## src/rtl/riscv_core_div_pkg.sv

```systemverilog
// Shared types and helpers for the RISC-V M-extension divide controller.
// Contents: op and FSM state enums, most-negative constants, and small
// negate / sign-extend helpers used by the datapath.
package riscv_core_div_pkg;

    typedef enum logic [1:0] {
        OP_DIV  = 2'b00,
        OP_DIVU = 2'b01,
        OP_REM  = 2'b10,
        OP_REMU = 2'b11
    } div_op_e;

    typedef enum logic [2:0] {
        ST_IDLE,
        ST_ISSUE,
        ST_WAIT,
        ST_FIX,
        ST_RESP,
        ST_DRAIN
    } div_state_e;

    localparam logic [63:0] MIN_NEG64 = 64'h8000_0000_0000_0000;
    // W-op most-negative value as it appears after sign extension to 64 bits.
    localparam logic [63:0] MIN_NEG32 = 64'hFFFF_FFFF_8000_0000;

    function automatic logic [63:0] cond_neg(input logic [63:0] v, input logic en);
        return en ? (~v + 64'd1) : v;
    endfunction

    function automatic logic [63:0] sext32(input logic [63:0] v);
        return {{32{v[31]}}, v[31:0]};
    endfunction

endpackage

```

## src/rtl/riscv_core_div_sign_fix.sv

```systemverilog
// Combinational sign handling around the unsigned divider core.
// Front side (IDLE): W-extends operands, produces magnitudes and result signs.
//   rs1/rs2, word, signed_op -> ext_a/ext_b, mag_a/mag_b, neg_q/neg_r
// Back side (FIX): applies sign correction and W sign-extension.
//   quo/rem, fix_neg_q/fix_neg_r, fix_word -> fin_q/fin_r
module riscv_core_div_sign_fix
    import riscv_core_div_pkg::*;
(
    input  logic [63:0] rs1,
    input  logic [63:0] rs2,
    input  logic        word,
    input  logic        signed_op,
    output logic [63:0] ext_a,
    output logic [63:0] ext_b,
    output logic [63:0] mag_a,
    output logic [63:0] mag_b,
    output logic        neg_q,
    output logic        neg_r,
    input  logic [63:0] quo,
    input  logic [63:0] rem,
    input  logic        fix_neg_q,
    input  logic        fix_neg_r,
    input  logic        fix_word,
    output logic [63:0] fin_q,
    output logic [63:0] fin_r
);

    logic        sa;
    logic        sb;
    logic [63:0] q_n;
    logic [63:0] r_n;

    always_comb begin
        if (word) begin
            ext_a = signed_op ? sext32(rs1) : {32'b0, rs1[31:0]};
            ext_b = signed_op ? sext32(rs2) : {32'b0, rs2[31:0]};
        end else begin
            ext_a = rs1;
            ext_b = rs2;
        end
        sa    = signed_op & ext_a[63];
        sb    = signed_op & ext_b[63];
        mag_a = cond_neg(ext_a, sa);
        mag_b = cond_neg(ext_b, sb);
        neg_q = sa ^ sb;
        neg_r = sa;

        q_n   = cond_neg(quo, fix_neg_q);
        r_n   = cond_neg(rem, fix_neg_r);
        // W results always take bit 31 as sign, unsigned W variants included.
        fin_q = fix_word ? sext32(q_n) : q_n;
        fin_r = fix_word ? sext32(r_n) : r_n;
    end

endmodule

```

## src/rtl/riscv_core_div_ctrl.sv

```systemverilog
// RISC-V DIV/DIVU/REM/REMU (+W) control around an unsigned non-restoring core.
// Request:  i_div_valid/o_div_ready, i_div_op, i_div_word, i_div_rs1/rs2, i_div_kill
// Response: o_div_valid/i_div_resp_ready, o_div_result
// Core:     o_core_en (1-cycle start), o_core_dividend/divisor (held until done),
//           i_core_done, i_core_quotient/remainder
// Optional: RISCV_DIV_PAIR_BYPASS_EN adds a one-entry result cache so a
//           DIV/REM pair on identical operands skips the second core op.
module riscv_core_div_ctrl
    import riscv_core_div_pkg::*;
#(
    parameter int XLEN = 64
) (
    input  logic            i_non_restoring_clk,
    input  logic            i_non_restoring_rstn,
    input  logic            i_div_valid,
    output logic            o_div_ready,
    input  logic [1:0]      i_div_op,
    input  logic            i_div_word,
    input  logic [XLEN-1:0] i_div_rs1,
    input  logic [XLEN-1:0] i_div_rs2,
    input  logic            i_div_kill,
    output logic            o_div_valid,
    input  logic            i_div_resp_ready,
    output logic [XLEN-1:0] o_div_result,
    output logic            o_core_en,
    output logic [XLEN-1:0] o_core_dividend,
    output logic [XLEN-1:0] o_core_divisor,
    input  logic            i_core_done,
    input  logic [XLEN-1:0] i_core_quotient,
    input  logic [XLEN-1:0] i_core_remainder
);

    div_state_e  state_q, state_d;
    div_op_e     op_q;
    logic        word_q;
    logic        neg_q_q, neg_r_q;
    logic [63:0] mag_a_q, mag_b_q;
    logic [63:0] quo_q, rem_q;
    logic [63:0] result_q;

    logic        signed_in;
    logic [63:0] ext_a, ext_b, mag_a, mag_b;
    logic        neg_q, neg_r;
    logic [63:0] fin_q, fin_r, fix_res;
    logic        accept, div_zero, ovf, special;
    logic [63:0] spec_q, spec_r, spec_sel, spec_res;
    logic        hit;
    logic [63:0] hit_res;

    assign signed_in = ~i_div_op[0];
    assign accept    = (state_q == ST_IDLE) && i_div_valid;

    riscv_core_div_sign_fix u_sign_fix (
        .rs1       (i_div_rs1),
        .rs2       (i_div_rs2),
        .word      (i_div_word),
        .signed_op (signed_in),
        .ext_a     (ext_a),
        .ext_b     (ext_b),
        .mag_a     (mag_a),
        .mag_b     (mag_b),
        .neg_q     (neg_q),
        .neg_r     (neg_r),
        .quo       (quo_q),
        .rem       (rem_q),
        .fix_neg_q (neg_q_q),
        .fix_neg_r (neg_r_q),
        .fix_word  (word_q),
        .fin_q     (fin_q),
        .fin_r     (fin_r)
    );

    assign fix_res = op_q[1] ? fin_r : fin_q;

    // ISA special cases, resolved without the core. ext_b is already
    // W-extended, so a zero low word shows up as a zero divisor here.
    always_comb begin
        div_zero = (ext_b == 64'd0);
        ovf      = signed_in && (ext_b == '1) &&
                   (ext_a == (i_div_word ? MIN_NEG32 : MIN_NEG64));
        special  = div_zero | ovf;
        spec_q   = div_zero ? '1 : ext_a;
        spec_r   = div_zero ? ext_a : 64'd0;
        spec_sel = i_div_op[1] ? spec_r : spec_q;
        spec_res = i_div_word ? sext32(spec_sel) : spec_sel;
    end

`ifdef RISCV_DIV_PAIR_BYPASS_EN
    logic        c_vld;
    logic [63:0] c_rs1, c_rs2, c_q, c_r;
    logic        c_signed, c_word;
    logic [63:0] rs1_q, rs2_q;
    logic        signed_q;

    assign hit = c_vld && !special && (c_rs1 == i_div_rs1) && (c_rs2 == i_div_rs2) &&
                 (c_signed == signed_in) && (c_word == i_div_word);
    assign hit_res = i_div_op[1] ? c_r : c_q;

    always_ff @(posedge i_non_restoring_clk or negedge i_non_restoring_rstn) begin
        if (!i_non_restoring_rstn) begin
            c_vld    <= 1'b0;
            c_rs1    <= '0;
            c_rs2    <= '0;
            c_q      <= '0;
            c_r      <= '0;
            c_signed <= 1'b0;
            c_word   <= 1'b0;
            rs1_q    <= '0;
            rs2_q    <= '0;
            signed_q <= 1'b0;
        end else begin
            if (accept) begin
                rs1_q    <= i_div_rs1;
                rs2_q    <= i_div_rs2;
                signed_q <= signed_in;
            end
            if (i_div_kill && state_q != ST_IDLE) begin
                c_vld <= 1'b0;
            end else if (accept && special) begin
                c_vld <= 1'b0;
            end else if (state_q == ST_FIX) begin
                c_vld    <= 1'b1;
                c_rs1    <= rs1_q;
                c_rs2    <= rs2_q;
                c_signed <= signed_q;
                c_word   <= word_q;
                c_q      <= fin_q;
                c_r      <= fin_r;
            end
        end
    end
`else
    assign hit     = 1'b0;
    assign hit_res = '0;
`endif

    always_ff @(posedge i_non_restoring_clk or negedge i_non_restoring_rstn) begin
        if (!i_non_restoring_rstn) state_q <= ST_IDLE;
        else                       state_q <= state_d;
    end

    always_comb begin
        state_d     = state_q;
        o_div_ready = 1'b0;
        o_div_valid = 1'b0;
        o_core_en   = 1'b0;
        case (state_q)
            ST_IDLE: begin
                o_div_ready = 1'b1;
                if (i_div_valid) state_d = (special || hit) ? ST_RESP : ST_ISSUE;
            end
            ST_ISSUE: begin
                if (i_div_kill) begin
                    state_d = ST_IDLE;
                end else begin
                    o_core_en = 1'b1;
                    state_d   = ST_WAIT;
                end
            end
            ST_WAIT: begin
                // A done arriving with the kill retires the core op, so
                // there is nothing left to drain.
                if (i_div_kill)       state_d = i_core_done ? ST_IDLE : ST_DRAIN;
                else if (i_core_done) state_d = ST_FIX;
            end
            ST_FIX:   state_d = i_div_kill ? ST_IDLE : ST_RESP;
            ST_RESP: begin
                if (i_div_kill) begin
                    state_d = ST_IDLE;
                end else begin
                    o_div_valid = 1'b1;
                    if (i_div_resp_ready) state_d = ST_IDLE;
                end
            end
            ST_DRAIN: if (i_core_done) state_d = ST_IDLE;
            default:  state_d = ST_IDLE;
        endcase
    end

    always_ff @(posedge i_non_restoring_clk or negedge i_non_restoring_rstn) begin
        if (!i_non_restoring_rstn) begin
            op_q     <= OP_DIV;
            word_q   <= 1'b0;
            neg_q_q  <= 1'b0;
            neg_r_q  <= 1'b0;
            mag_a_q  <= '0;
            mag_b_q  <= '0;
            quo_q    <= '0;
            rem_q    <= '0;
            result_q <= '0;
        end else begin
            if (accept) begin
                op_q    <= div_op_e'(i_div_op);
                word_q  <= i_div_word;
                neg_q_q <= neg_q;
                neg_r_q <= neg_r;
                mag_a_q <= mag_a;
                mag_b_q <= mag_b;
                if (special)  result_q <= spec_res;
                else if (hit) result_q <= hit_res;
            end
            if (state_q == ST_WAIT && i_core_done) begin
                quo_q <= i_core_quotient;
                rem_q <= i_core_remainder;
            end
            if (state_q == ST_FIX && !i_div_kill) result_q <= fix_res;
        end
    end

    assign o_core_dividend = mag_a_q;
    assign o_core_divisor  = mag_b_q;
    assign o_div_result    = result_q;

endmodule

```

## config.mk

```make
export PLATFORM = sky130hd
export DESIGN_NAME = riscv_core_div_ctrl
export DESIGN_NICKNAME = d
export VERILOG_FILES = /design/src/rtl/riscv_core_div_pkg.sv /design/src/rtl/riscv_core_div_sign_fix.sv /design/src/rtl/riscv_core_div_ctrl.sv
export SDC_FILE = /design/constraint.sdc
export NUM_CORES = 1
export LEC_CHECK = 0
export BUFFER_PORTS_ARGS = -buffer_cell sky130_fd_sc_hd__buf_4
export CORE_MARGIN = 4
export CORE_UTILIZATION = 40
export DETAILED_ROUTE_END_ITERATION = 8
export HOLD_SLACK_MARGIN = 0.1
export PLACE_DENSITY = 0.76
export SYNTH_ARGS = -nofsm -noshare
export SYNTH_HDL_FRONTEND = slang
export SYNTH_SLANG_ARGS = --single-unit
```

## constraint.sdc

```tcl
create_clock -name i_non_restoring_clk -period 3 [get_ports i_non_restoring_clk]
set_input_delay 0.3 -clock i_non_restoring_clk [delete_from_list [all_inputs] [get_ports i_non_restoring_clk]]
set_output_delay 0.3 -clock i_non_restoring_clk [all_outputs]
set_load 0.1 [all_outputs]
```

Word level (Yosys, flattened, before mapping)
Cells that the tools add are included.
{ "totals": {"regBits": 328, "in_bits": 265, "output_inout_bits": 195} }
{ "classes": {"add_sub_neg": 4, "eq_ne": 11, "mux": 34, "bitwise_logic": 9, "n_reduce_logical": 12} }
{ "ops": {"columns": ["cell", "n"], "rows": [
  ["two-way mux 64 bit", 18],
  ["adder 64 x 1 -> 64 bit (second input constant)", 4],
  ["NOT 64 bit", 4],
  ["== test 64 bit", 1],
  ["== test 64 bit (second input constant)", 1],
  ["zero test 64 bit", 1],
  ["two-way mux 63 bit", 1],
  ["two-way mux 3 bit", 9],
  ["one-hot mux 3 bit (6 select lines)", 1],
  ["== test 3 x 2 -> 1 bit (second input constant)", 2],
  ["== test 3 bit (second input constant)", 2],
  ["!= test 3 bit (second input constant)", 2],
  ["logical AND 1 bit", 5],
  ["two-way mux 1 bit", 4],
  ["!= test 2 bit (second input constant)", 2],
  ["AND reduction 4 bit", 1],
  ["nonzero test 2 bit", 2],
  ["== test 3 x 1 -> 1 bit (second input constant)", 1],
  ["zero test 3 bit", 1],
  ["bitwise AND 1 bit", 2],
  ["two-way mux 2 bit", 1],
  ["AND reduction 2 bit", 1],
  ["zero test 1 bit", 1],
  ["NOT 1 bit", 1],
  ["2 further kinds", 2]
]} }

Longest topological paths before layout
{ "depth": {"word_depth": 9, "ltp_mapped": 13} }

Modules after synthesis
Synthesis repeated with hierarchy kept, for this count alone.
{ "hier_totals": {"hier_cells": 2686, "area_unflattened_um2": 22736.8} }
{ "by_module_without_submodules": {"columns": ["mod", "n_inst", "cells_per_inst", "area_each_um2", "seq_area_each_um2"], "rows": [
  ["riscv_core_div_ctrl", 1, 1451, 15004.4, 8182.8],
  ["riscv_core_div_sign_fix", 1, 1235, 7732.4, 0.0]
]} }

Least setup slack after synthesis
No wires, ideal clock.
{ "synth_path": {"path_kind": "reg-to-reg", "start": "reg state_q[0]", "end": "reg result_q[54] (netlist: o_div_result[54])", "arrival_ns": 4.541, "t_required_ns": 2.876, "path_slack_ns": -1.665, "stages_incl_launch_ff": 10, "path_buffers": 3, "path_cell_list": "dfrtp_1 > clkbuf_1 > nor3_1 > nand2_1 > nor4_1 > a32oi_4 > and2_1 > buf_6 > buf_6 > a211o_1"} }
{ "synth_via": {"elab_chain_len": 4} }
{ "synth_rtl": {"columns": ["item", "line_no", "source"], "rows": [
  ["start, declared", "riscv_core_div_ctrl.sv:33", "div_state_e state_q, state_d;"],
  ["start signal, assigned", "riscv_core_div_ctrl.sv:139", "else state_q <= state_d;"],
  ["== test 3 x 2 -> 1 bit / zero test 3 bit (equally long branches)", "riscv_core_div_ctrl.sv:206, riscv_core_div_ctrl.sv:51", null],
  ["logical AND 1 bit (on tied branches)", "riscv_core_div_ctrl.sv:206, riscv_core_div_ctrl.sv:51", null],
  ["nonzero test 2 bit (no line)", null, null],
  ["AND reduction 2 bit (no line)", null, null],
  ["end signal, assigned", "riscv_core_div_ctrl.sv:199", "if (special) result_q <= spec_res;"],
  ["end signal, assigned", "riscv_core_div_ctrl.sv:200", "else if (hit) result_q <= hit_res;"],
  ["end signal, assigned", "riscv_core_div_ctrl.sv:206", "if (state_q == ST_FIX && !i_div_kill) result_q <= fix_res;"],
  ["end, declared", "riscv_core_div_ctrl.sv:39", "logic [63:0] result_q;"]
]} }
Several ways; a longest one is shown, not always the timed one.
A chain may end at the register's enable or synchronous reset.

Worst setup path in the final report
{ "layout_path": {"start": "reg rem_q[42]", "end": "reg result_q[52] (netlist: o_div_result[52])"} }
{ "layout_via": {"elab_chain_len": 6} }
{ "layout_rtl": {"columns": ["item", "line_no", "source"], "rows": [
  ["start, declared", "riscv_core_div_ctrl.sv:38", "logic [63:0] quo_q, rem_q;"],
  ["start signal, assigned", "riscv_core_div_ctrl.sv:204", "rem_q <= i_core_remainder;"],
  ["NOT 64 bit", "riscv_core_div_pkg.sv:27", "return en ? (~v + 64'd1) : v;"],
  ["adder 64 x 1 -> 64 bit", "riscv_core_div_pkg.sv:27", null],
  ["two-way mux 64 bit", "riscv_core_div_pkg.sv:27", null],
  ["two-way mux 64 bit", "riscv_core_div_sign_fix.sv:52", "fin_r = fix_word ? sext32(r_n) : r_n;"],
  ["two-way mux 64 bit", "riscv_core_div_ctrl.sv:73", "assign fix_res = op_q[1] ? fin_r : fin_q;"],
  ["two-way mux 64 bit", "riscv_core_div_ctrl.sv:206", null]
]} }
Every way passes these cells.

==> results.sh <==
export IMPL_status="finished with violations"
export IMPL_violations="negative setup slack"
export IMPL_syn_cell_area_um2=20500
export IMPL_timing_final_crit_share_pct=102
export IMPL_r2r_end="o_div_result[52]"
export IMPL_layout_nets=3388
export IMPL_timing_rr_start="rem_q[42]"
export IMPL_setup_viol_count_final=2
export IMPL_cts_num_sinks=327
export IMPL_die_height_um=235
export IMPL_crit_arrival_ps=3540
export IMPL_global_route_usage_total_pct=31.3
export IMPL_layout_area_overhead_pct=46.4
export IMPL_worst_hold_slack_ps=117
export IMPL_postSynth_topFlopCell="dfrtp_1"
export IMPL_power_density_relative_to_cell_area_nw_per_um2=1160
export IMPL_final_area_um2=30100
export IMPL_layout_core_utilization_pct=59.6
export IMPL_hold_violations=0
export IMPL_ir_worst_vdd_mv=0.718
export IMPL_detail_route_vias_per_cell=5.79
export IMPL_die_area_um2=55000
export IMPL_rows=82
export IMPL_clock_tree_from_tritoncts="built"
export IMPL_clock_path_buffers=3
export IMPL_synth_edff_count=0
export IMPL_place_congestion=0.985
export IMPL_drcViolationCount=0
export IMPL_seq_power_share_pct=24.8
export IMPL_clk_pin_slew_ps=60
export IMPL_pre_cts_slack_ps=-190
export IMPL_finalWirelength_mm=90.6
export IMPL_drv_max_cap_violation_count=0
export IMPL_asyncSetResetFlopFracSynth_pct=100
export IMPL_synth_warning_count=0
export IMPL_htree_levels=2
export IMPL_ys_types=94
export IMPL_postSynthRegisterBits=327
export IMPL_ff2ff_path_depth=9
export IMPL_crit_path_start="rem_q[42]"
export IMPL_met2_routed_wirelength_mm=43.4
export IMPL_p_clk_share_pct=14.3
export IMPL_syn_avg_cell_area_um2=8.86
export IMPL_yosysSeqAreaShare_pct=39.8
export IMPL_routed_wirelength_normalized_by_instance_count_um=23.7
export IMPL_drt_pass_1_iters=5
export IMPL_postSynthCellCount=2319
export IMPL_cts_buffers=39
export IMPL_hold_path_class="in -> reg"
export IMPL_floorplan_core_area_um2=50500
export IMPL_clk_insertion_delay_late_ps=580
export IMPL_combinationalPowerShare_pct=60.9
export IMPL_num_io_pins=460
export IMPL_critical_path_peak_fanout=3
export IMPL_grt_max_degree=177
export IMPL_timing_max_slew_rel_slack_pct=42.9
export IMPL_design_internal_power_mw=15.5
export IMPL_route_met3_wl_mm=7.64
export IMPL_dr_first_iter_drc_count=2347
export IMPL_place_area_um2=26300
export IMPL_timing_worst_setup_path_type="reg -> reg"
export IMPL_fp_dieW_um=235
export IMPL_total_half_perimeter_wirelength_after_legalization_and_detailed_placement_mm=66.6
export IMPL_floorplan_initialDensity_pct=40.7
export IMPL_synthesis_nets=2589
export IMPL_proportion_of_total_power_due_to_net_switching_pct=55.7
export IMPL_globalRoute_totalOverflow=0
export IMPL_end_kind="flip-flop"
export IMPL_reg2reg_setup_slack_ps=-70
export IMPL_first_global_vias=22200
export IMPL_clockRootBuffer="clkbuf_16"
export IMPL_route_layer_met1_wl_mm=35.7
export IMPL_antenna_violations_before_repair=5
export IMPL_totalNegativeSetupSlack_ps=-102
export IMPL_worst_ep_required_time_ps=3460
export IMPL_worst_setup_path_start_kind="flip-flop"
export IMPL_antenna_left=0
export IMPL_skew_ps=31.2
export IMPL_fin_crit_ps=3070
export IMPL_worst_pin_slew_ps=856
export IMPL_critical_path_endpoint="o_div_result[52]"
export IMPL_clock_fmax_ghz=0.325
export IMPL_timing_final_ws_setup_ps=-74.8
export IMPL_power_leakage_nw=12.9
export IMPL_power_switching_mw=19.4
export IMPL_io_buffers=459
export IMPL_setup_repair_after_global_routing_missed_its_margin="yes"
export IMPL_first_pass_grt_wire_length_mm=137
export IMPL_dr_max_layer_used="met4"
export IMPL_total_number_of_vias=22200
export IMPL_timing_final_max_slew_violations=0
export IMPL_drive_above_1_share_pct=32.2
-- cells in the mapped netlist, types with 8 or more instances --
cell,number,area share [%]
nor2_1,175,3.2
o211ai_1,57,2.1
nor3_1,70,1.7
xor2_1,116,4.9
a21o_1,14,0.51
clkbuf_1,121,2.2
nor4_1,37,1.1
a211oi_1,12,0.44
a21oi_1,125,3.0
buf_1,13,0.24
nand2_1,287,5.2
dfrtp_1,327,40
and2_1,8,0.24
o22ai_1,8,0.24
a31oi_1,27,0.82
or2_2,11,0.34
o21ai_0,233,5.7
nand3b_1,12,0.44
nand4_1,28,0.85
a211o_1,12,0.51
nand3_1,23,0.56
and3_1,9,0.27
a221oi_1,8,0.34
inv_1,29,0.53
xnor2_1,124,5.3
or4_1,30,1.1
mux2_2,123,6.7
o41ai_1,32,1.4
nand2b_1,9,0.27
o21ai_1,19,0.46
o31ai_1,53,1.9
maj3_1,9,0.44
or3_1,29,0.88
-- sequential cells by signal (all words and copies together), names as in the netlist --
register	count
rem_q	64
word_q	1
quo_q	64
o_core_dividend	64
o_div_result	64
neg_r_q	1
state_q	3
op_q	1
o_core_divisor	64
neg_q_q	1
-- per-layer routing --
| metal | GRT usage [%] | vias up |
|---|---|---|
| met3 | 6.58 | 229 |
| li1 | - | 10000 |
| met4 | 11.6 | 0 |
| met5 | 0 | - |
| met2 | 52.5 | 1101 |
| met1 | 40.0 | 10800 |
-- placed cells by master (no fill, tap or decap), drive strengths merged, types with 116 or more instances in the layout --
master and count:
xor2 116, a21oi 126, buf 715, dfrtp 327, xnor2 124, o21ai 253
mux2 123, nor2 175, nand2 287, dlygate4sd3 189
-- repair_timing --
action / in CTS / in global routing
setup endpoints to repair: 12 / 76
gates resized for setup: 15 / 63
hold endpoints to repair: 293 / 0
gates cloned: 1 / 0
pin swaps: 5 / 31
setup buffers: 1 / 12
hold buffers: 191 / 0
-- how the worst min path moves through the flow --
stage	from	to	depth (start not counted)
after floorplan	i_non_restoring_rstn	neg_q_q	0
after CTS	i_div_rs2[15]	o_core_divisor[15]	3
after global placement	i_non_restoring_rstn	o_core_divisor[2]	1
after global routing	i_div_rs2[15]	o_core_divisor[15]	3
final	i_div_rs2[15]	o_core_divisor[15]	3
after detailed placement	i_non_restoring_rstn	o_core_divisor[11]	1
-- logic make-up (layout without fill, tap and decap cells) --
| family | Yosys count | after routing | share of synthesized area [%] |
|---|---|---|---|
| and+or+nand+nor | 773 | 773 | 18.4 |
| AOI/OAI and AO/OA | 661 | 662 | 20.4 |
| DFF | 327 | 327 | 39.8 |
| xor gates and xnor gates | 240 | 240 | 10.2 |
| buffers and inverters | 179 | 1008 | 3.60 |
| muxes | 125 | 125 | 6.84 |
| adders and majority gates | 14 | 14 | 0.743 |
| other | 0 | 7 | 0 |
-- per-stage QoR --
step / total power, mW / instances
final: 34.9 / 3828
after global routing: 36.3 / 3826
after CTS: 34.4 / 3811
after detailed placement: 29.1 / 3547
after global placement: 28.7 / 3547
after floorplan: 22.8 / 2319
-- critical path, cell delays in order (launching register included) --
cell and delay [ps]:
dfrtp_1 390, or4_4 550, or3_4 360, or4_4 440, or2_4 280, o41ai_4 220
xor2_1 230, a221oi_2 90, buf_4 150, a211o_1 250
-- power by group through the flow --
stage               logic, mW  registers, mW  clock network [mW]
finish                   21.3           8.66                5.00
global route             22.2           8.85                5.24
CTS                      20.9           8.50                5.03
detailed placement       20.5           8.55                   0
global placement         20.3           8.44                   0
floorplan                6.13           16.7                   0
-- area by class of cell --
class / instances / area, um2
fillers: 4323 / 20400
multi-input cells: 1814 / 12100
flip-flops and latches: 327 / 8180
repair buffers: 906 / 7480
clock buffers: 58 / 1150
well taps: 672 / 841
clock inverters: 14 / 178
inverters: 30 / 113
diodes: 7 / 17.5
Power figures use the tool's default switching activity.
